### config.mk
export PLATFORM = sky130hd
export DESIGN_NAME = ieee_to_flopoco
export DESIGN_NICKNAME = d
export VERILOG_FILES = /design/src/rtl/mac_pkg.sv /design/src/rtl/sat_counter.sv /design/src/rtl/ieee_to_flopoco.sv
export SDC_FILE = /design/constraint.sdc
export NUM_CORES = 1
export LEC_CHECK = 0
export ABC_CLOCK_PERIOD_IN_PS = 2890
export CAP_MARGIN = 20
export CORE_AREA = 2 2 147 149
export DETAILED_ROUTE_END_ITERATION = 8
export DIE_AREA = 0 0 149 151
export GPL_ROUTABILITY_DRIVEN = 0
export PLACE_DENSITY = 0.81
export SLEW_MARGIN = 30
export SYNTH_ARGS = -nofsm -noshare
export SYNTH_HDL_FRONTEND = slang
export SYNTH_SLANG_ARGS = --single-unit
### constraint.sdc
create_clock -name clk -period 2.89 [get_ports clk]
set_input_delay 0.867 -clock clk [delete_from_list [all_inputs] [get_ports clk]]
set_output_delay 0.867 -clock clk [all_outputs]
set_load 0.03 [all_outputs]
### src/rtl/mac_pkg.sv
// Shared MAC datapath types: FloPoCo exception codes and the 66-bit FloPoCo word.
package mac_pkg;

  localparam int unsigned WE   = 11;
  localparam int unsigned WF   = 52;
  localparam int unsigned FP_W = WE + WF + 3;

  typedef enum logic [1:0] {
    EXN_ZERO   = 2'b00,
    EXN_NORMAL = 2'b01,
    EXN_INF    = 2'b10,
    EXN_NAN    = 2'b11
  } exn_t;

  typedef struct packed {
    exn_t            exn;
    logic            sign;
    logic [WE-1:0]   exp;
    logic [WF-1:0]   frac;
  } flopoco_t;

endpackage

### src/rtl/sat_counter.sv
// Saturating event counter with synchronous clear; clear beats increment.
module sat_counter #(
  parameter int unsigned CNT_W = 32
) (
  input  logic             clk,
  input  logic             rst,
  input  logic             inc,
  input  logic             clr,
  output logic [CNT_W-1:0] count
);

  always_ff @(posedge clk) begin
    if (rst || clr) begin
      count <= '0;
    end else if (inc && (count != {CNT_W{1'b1}})) begin
      count <= count + CNT_W'(1);
    end
  end

endmodule

### src/rtl/ieee_to_flopoco.sv
// IEEE binary64 to FloPoCo float converter: decode, LATENCY-deep valid/data pipe,
// and saturating statistics for subnormal, infinity and NaN inputs.
module ieee_to_flopoco
  import mac_pkg::*;
#(
  parameter int unsigned LATENCY = 2,
  parameter int unsigned CNT_W   = 32
) (
  input  logic             clk,
  input  logic             rst,
  input  logic             push_in,
  input  logic [63:0]      ieee_float,
  output logic             push_out,
  output logic [FP_W-1:0]  flopoco_float,
  input  logic             clear_stats,
  output logic [CNT_W-1:0] cnt_denorm,
  output logic [CNT_W-1:0] cnt_inf,
  output logic [CNT_W-1:0] cnt_nan
);

  logic [WE-1:0] exp_in;
  logic [WF-1:0] frac_in;
  logic          exp_zero_c;
  logic          exp_max_c;
  logic          frac_zero_c;
  flopoco_t      dec_c;

  assign exp_in      = ieee_float[62:52];
  assign frac_in     = ieee_float[51:0];
  assign exp_zero_c  = (exp_in == '0);
  assign exp_max_c   = (exp_in == {WE{1'b1}});
  assign frac_zero_c = (frac_in == '0);

  // Bias matches between formats, so normals pass through bit-exact; specials carry only sign.
  always_comb begin
    dec_c      = '0;
    dec_c.sign = ieee_float[63];
    if (exp_zero_c) begin
      dec_c.exn = EXN_ZERO;
    end else if (exp_max_c) begin
      dec_c.exn = frac_zero_c ? EXN_INF : EXN_NAN;
    end else begin
      dec_c.exn  = EXN_NORMAL;
      dec_c.exp  = exp_in;
      dec_c.frac = frac_in;
    end
  end

  logic [LATENCY-1:0] vld;
  flopoco_t           dat [LATENCY];

  // Stage 0 captures the decoded word; later stages are a plain delay line.
  always_ff @(posedge clk) begin
    if (rst) begin
      vld <= '0;
      for (int i = 0; i < int'(LATENCY); i++) dat[i] <= '0;
    end else begin
      vld[0] <= push_in;
      dat[0] <= dec_c;
      for (int i = 1; i < int'(LATENCY); i++) begin
        vld[i] <= vld[i-1];
        dat[i] <= dat[i-1];
      end
    end
  end

  assign push_out      = vld[LATENCY-1];
  assign flopoco_float = dat[LATENCY-1];

  sat_counter #(.CNT_W(CNT_W)) u_cnt_denorm (
    .clk   (clk),
    .rst   (rst),
    .inc   (push_in && exp_zero_c && !frac_zero_c),
    .clr   (clear_stats),
    .count (cnt_denorm)
  );

  sat_counter #(.CNT_W(CNT_W)) u_cnt_inf (
    .clk   (clk),
    .rst   (rst),
    .inc   (push_in && exp_max_c && frac_zero_c),
    .clr   (clear_stats),
    .count (cnt_inf)
  );

  sat_counter #(.CNT_W(CNT_W)) u_cnt_nan (
    .clk   (clk),
    .rst   (rst),
    .inc   (push_in && exp_max_c && !frac_zero_c),
    .clr   (clear_stats),
    .count (cnt_nan)
  );

endmodule

==> impl_metrics.yaml <==
outcome:
  outcome: "completed"
pwr:
  pd_cells_mw_per_mm2: 564
  cellLeakagePower_nw: 4.38
  irDropWorstVdd_uv: 457
global_route:
  global_route_overflow: 0
  first_global_vias: 7153
  grt_first_pass_wirelength_microns: 35900
  total_global_route_track_usage_pct: 19.7
  grt_antenna_before_repair: 0
  grt_start_max_net_pins: 63
timing:
  timing.final.crit_share_pct: 98.4
  fmax_ghz: 0.352
  timing.final.setup_violations: 0
  post-route-min-period_ns: 2.84
  slew_headroom_pct: 57.3
  clock-skew-final_ns: 0.00663
  final_max_slew_viol_count: 0
  fin_hold_ws_ns: 0.433
  worst_slack_ns: 0.0470
  timing_worst_slew_pin_value_ns: 0.641
  hold_viol_final: 0
  grt_setup_unrepaired: "no"
cells_and_area:
  nets: 1229
  area_added_between_synthesis_and_finish_pct: 36.5
  fillers: 1745
  layout-drive-gt1-share_pct: 9.45
  antennaDiodeCount: 0
drt:
  finalWirelength_microns: 23300
  post-route-drc-count: 0
  first_iter_violations: 395
  dr.pass1.iters: 5
  post_drt_via_cell_ratio: 5.27
  route.antenna.remaining_nets: 0
  vias: 7640
  wl_per_cell_microns: 16.0
setup_path:
  worstSetupStartpointType: "primary input"
  end_kind: "flop"
  critical_path_peak_fanout: 6
  crit_path_cell_trace: "clkdlybuf4s50_1, nor4_2, nand3_1, or4_4, or3_4, or4_1, a21oi_1"
  crit_path_max_incr_delay_ns: 0.62
  critical_path_required_ns: 3.33
  critPathSlowestCell: "sky130_fd_sc_hd__or4_4"
  arrival_ns: 3.28
  criticalPathCategory: "in -> reg"
die:
  floorplan.rows: 53
  core-area_sq_mm: 0.0208
  die_h_microns: 151
  die_area_sq_mm: 0.0225
  ios: 231
  start_util_pct: 43.6
  die_w_microns: 149
cts:
  cts_tree: "done"
  clkLatencyLatePin_ns: 0.51
  clock-root-buffer: "sky130_fd_sc_hd__clkbuf_16"
  clk_path_buf_depth: 3
  clkSinkCount: 230
  clk_pin_slew_ns: 0.06
  ctsHtreeMaxLevel: 1
  post_cts_hold_buffer_count: 0
  cts_inserted_buffers: 24
synthesis:
  post_synth.cell_area_avg_sq_um: 9.36
  synth.mux.area_fraction_pct: 1.43
  synth.net_count: 1041
  synth.cell_area_sq_mm: 0.00907
  synth_top_family_by_area: "simple AND/OR/NAND/NOR gates"
  postSynthCellCount: 970
  synth_simple_gate_area_share_pct: 29.9
  yosysWarnings: 0
  synth-seq-cells: 230
  synth_compound_gate_area_share_pct: 7.57
  synthAdderAreaFrac_pct: 0.414
  yosys.area_share.xor_xnor_pct: 1.83
  yosysSeqAreaShare_pct: 50.7
  synth_cell_type_count: 40
min_path:
  min-delay-path-class: "reg -> reg"
place:
  preCtsSetupSlack_ns: -0.762
  numPortBuffers: 230
  dp_hpwl_microns: 16400
run:
  max_cap_viol_count: 0
-- worst paths after layout --
check / startpoint / to / slack (ns) / cells after the start
worst max-delay path: ieee_float[35] / u_cnt_inf.count[26] / 0.05 / 7
worst max register to register: u_cnt_inf.count[0] / u_cnt_inf.count[0] / 0.43 / 9
worst min-delay path: dat[0][40] / dat[0][106] / 0.43 / 1
worst min register to register: dat[0][40] / dat[0][106] / 0.43 / 1
-- final cells by class --
type / count / area, sq um / share of cell area (%)
tap: 275 / 344 / 2.78
clock inverter: 11 / 189 / 1.52
sequential: 230 / 4600 / 37.2
clock buffer: 32 / 662 / 5.34
inverter: 11 / 41.3 / 0.333
timing repair buffer: 275 / 2690 / 21.7
multi-input combinational: 616 / 3860 / 31.1
-- per-stage QoR --
step | utilization (%) | setup TNS [ns] | cells | power, W | instance area (sq um)
floorplan | - | 0 | 970 | 0.00358 | 9090
global placement | 54.9 | -59.36 | 1406 | 0.00375 | 11400
detailed placement | 54.9 | -57.42 | 1406 | 0.00376 | 11400
CTS | 59.2 | 0 | 1450 | 0.00705 | 12300
global route | 59.5 | 0 | 1450 | 0.00721 | 12400
finish | 59.5 | 0 | 1450 | 0.00699 | 12400
-- flip-flops by register name (all words and copies together), names as in the netlist --
| signal | flops |
|---|---|
| vld | 2 |
| u_cnt_inf.count | 32 |
| u_cnt_nan.count | 32 |
| dat | 132 |
| u_cnt_denorm.count | 32 |
-- power by group --
group / switching [W] / internal [W]
clock network: 0.00124 / 0.00206
logic: 0.000215 / 0.000197
registers: 0.0000188 / 0.00326
total: 0.00148 / 0.00551
-- synthesized netlist by cell type --
cell type                   number  share of area (%)
sky130_fd_sc_hd__o31ai_1        16                1.3
sky130_fd_sc_hd__o2111ai_1       1              0.097
sky130_fd_sc_hd__a41o_1          2               0.22
sky130_fd_sc_hd__or3_4           1               0.12
sky130_fd_sc_hd__a31o_2          1              0.097
sky130_fd_sc_hd__a21oi_1        54                3.0
sky130_fd_sc_hd__nor4_1         37                2.6
sky130_fd_sc_hd__mux2i_1        13                1.4
sky130_fd_sc_hd__o21a_1          1              0.083
sky130_fd_sc_hd__xor2_1          2               0.19
sky130_fd_sc_hd__and2_1         68                4.7
sky130_fd_sc_hd__ha_1            3               0.41
sky130_fd_sc_hd__inv_1          11               0.45
sky130_fd_sc_hd__o31a_1          1              0.097
sky130_fd_sc_hd__xnor2_1        17                1.6
sky130_fd_sc_hd__buf_6           2               0.25
sky130_fd_sc_hd__nor3_1          7               0.39
sky130_fd_sc_hd__o211a_1         1               0.11
sky130_fd_sc_hd__nor4_4          2               0.47
sky130_fd_sc_hd__dfxtp_1       230                 51
sky130_fd_sc_hd__clkbuf_1       38                1.6
sky130_fd_sc_hd__o211ai_1        6               0.50
sky130_fd_sc_hd__nor2b_1        69                4.8
sky130_fd_sc_hd__nand3_1        42                2.3
sky130_fd_sc_hd__or4bb_1         1               0.12
sky130_fd_sc_hd__nor4_2          2               0.28
sky130_fd_sc_hd__and3_1          8               0.55
sky130_fd_sc_hd__nand2_1        60                2.5
sky130_fd_sc_hd__o21ai_0        35                1.9
sky130_fd_sc_hd__nor3b_2         1               0.14
sky130_fd_sc_hd__or4_1          22                1.8
sky130_fd_sc_hd__buf_4          66                5.5
sky130_fd_sc_hd__buf_1           2              0.083
sky130_fd_sc_hd__or3_1          53                3.7
sky130_fd_sc_hd__a31oi_1         2               0.14
sky130_fd_sc_hd__buf_2           6               0.33
sky130_fd_sc_hd__nand4_1        33                2.3
sky130_fd_sc_hd__or2_2           3               0.21
sky130_fd_sc_hd__nor2_1         34                1.4
sky130_fd_sc_hd__and4_1         17                1.6
-- repair_timing --
| action | CTS | global route |
|---|---|---|
| endpoints found under the hold margin | 0 | 0 |
| resized for setup | 44 | 13 |
| buffers inserted | 1 | 0 |
| pin swaps | 16 | 8 |
| endpoints found under the setup margin | 59 | 13 |
| gates cloned | 1 | 0 |
-- cell families (layout without fill, tap and decap cells) --
kind of cell,after synthesis,after routing
xor gates and xnor gates,19,19
muxes,13,13
AOI/OAI and AO/OA,120,120
adders and majority gates,3,3
and+or+nand+nor,460,461
buffers and inverters,125,329
DFF,230,230
-- layer usage --
layer / part of all wire, % / track usage [%] / vias up / wire length, microns
met1: 41 / 24.8 / 3554 / 9570
met2: 48 / 33.1 / 291 / 11200
met4: 3.7 / 8.05 / 0 / 867
met3: 7.0 / 3.77 / 57 / 1630
li1: - / - / 3738 / -
met5: 0 / 0 / - / 0
-- worst max-delay path: cells and delay by family --
kind            cells  cell delay, ns
compound gates      1            0.12
buf+inv             1            0.43
simple gates        5            1.86
-- placed cells by master (no fill, tap or decap), types with 17 or more instances in the layout --
master,count
sky130_fd_sc_hd__a21oi_1,54
sky130_fd_sc_hd__and2_1,68
sky130_fd_sc_hd__and4_1,17
sky130_fd_sc_hd__buf_4,39
sky130_fd_sc_hd__clkbuf_16,25
sky130_fd_sc_hd__clkdlybuf4s50_1,193
sky130_fd_sc_hd__dfxtp_1,230
sky130_fd_sc_hd__dlygate4sd2_1,25
sky130_fd_sc_hd__nand2_1,60
sky130_fd_sc_hd__nand3_1,42
sky130_fd_sc_hd__nand4_1,33
sky130_fd_sc_hd__nor2_1,33
sky130_fd_sc_hd__nor2b_1,69
sky130_fd_sc_hd__nor4_1,23
sky130_fd_sc_hd__o21ai_0,35
sky130_fd_sc_hd__or3_1,53
sky130_fd_sc_hd__or4_1,21
sky130_fd_sc_hd__xnor2_1,17
Power figures use the tool's default switching activity.
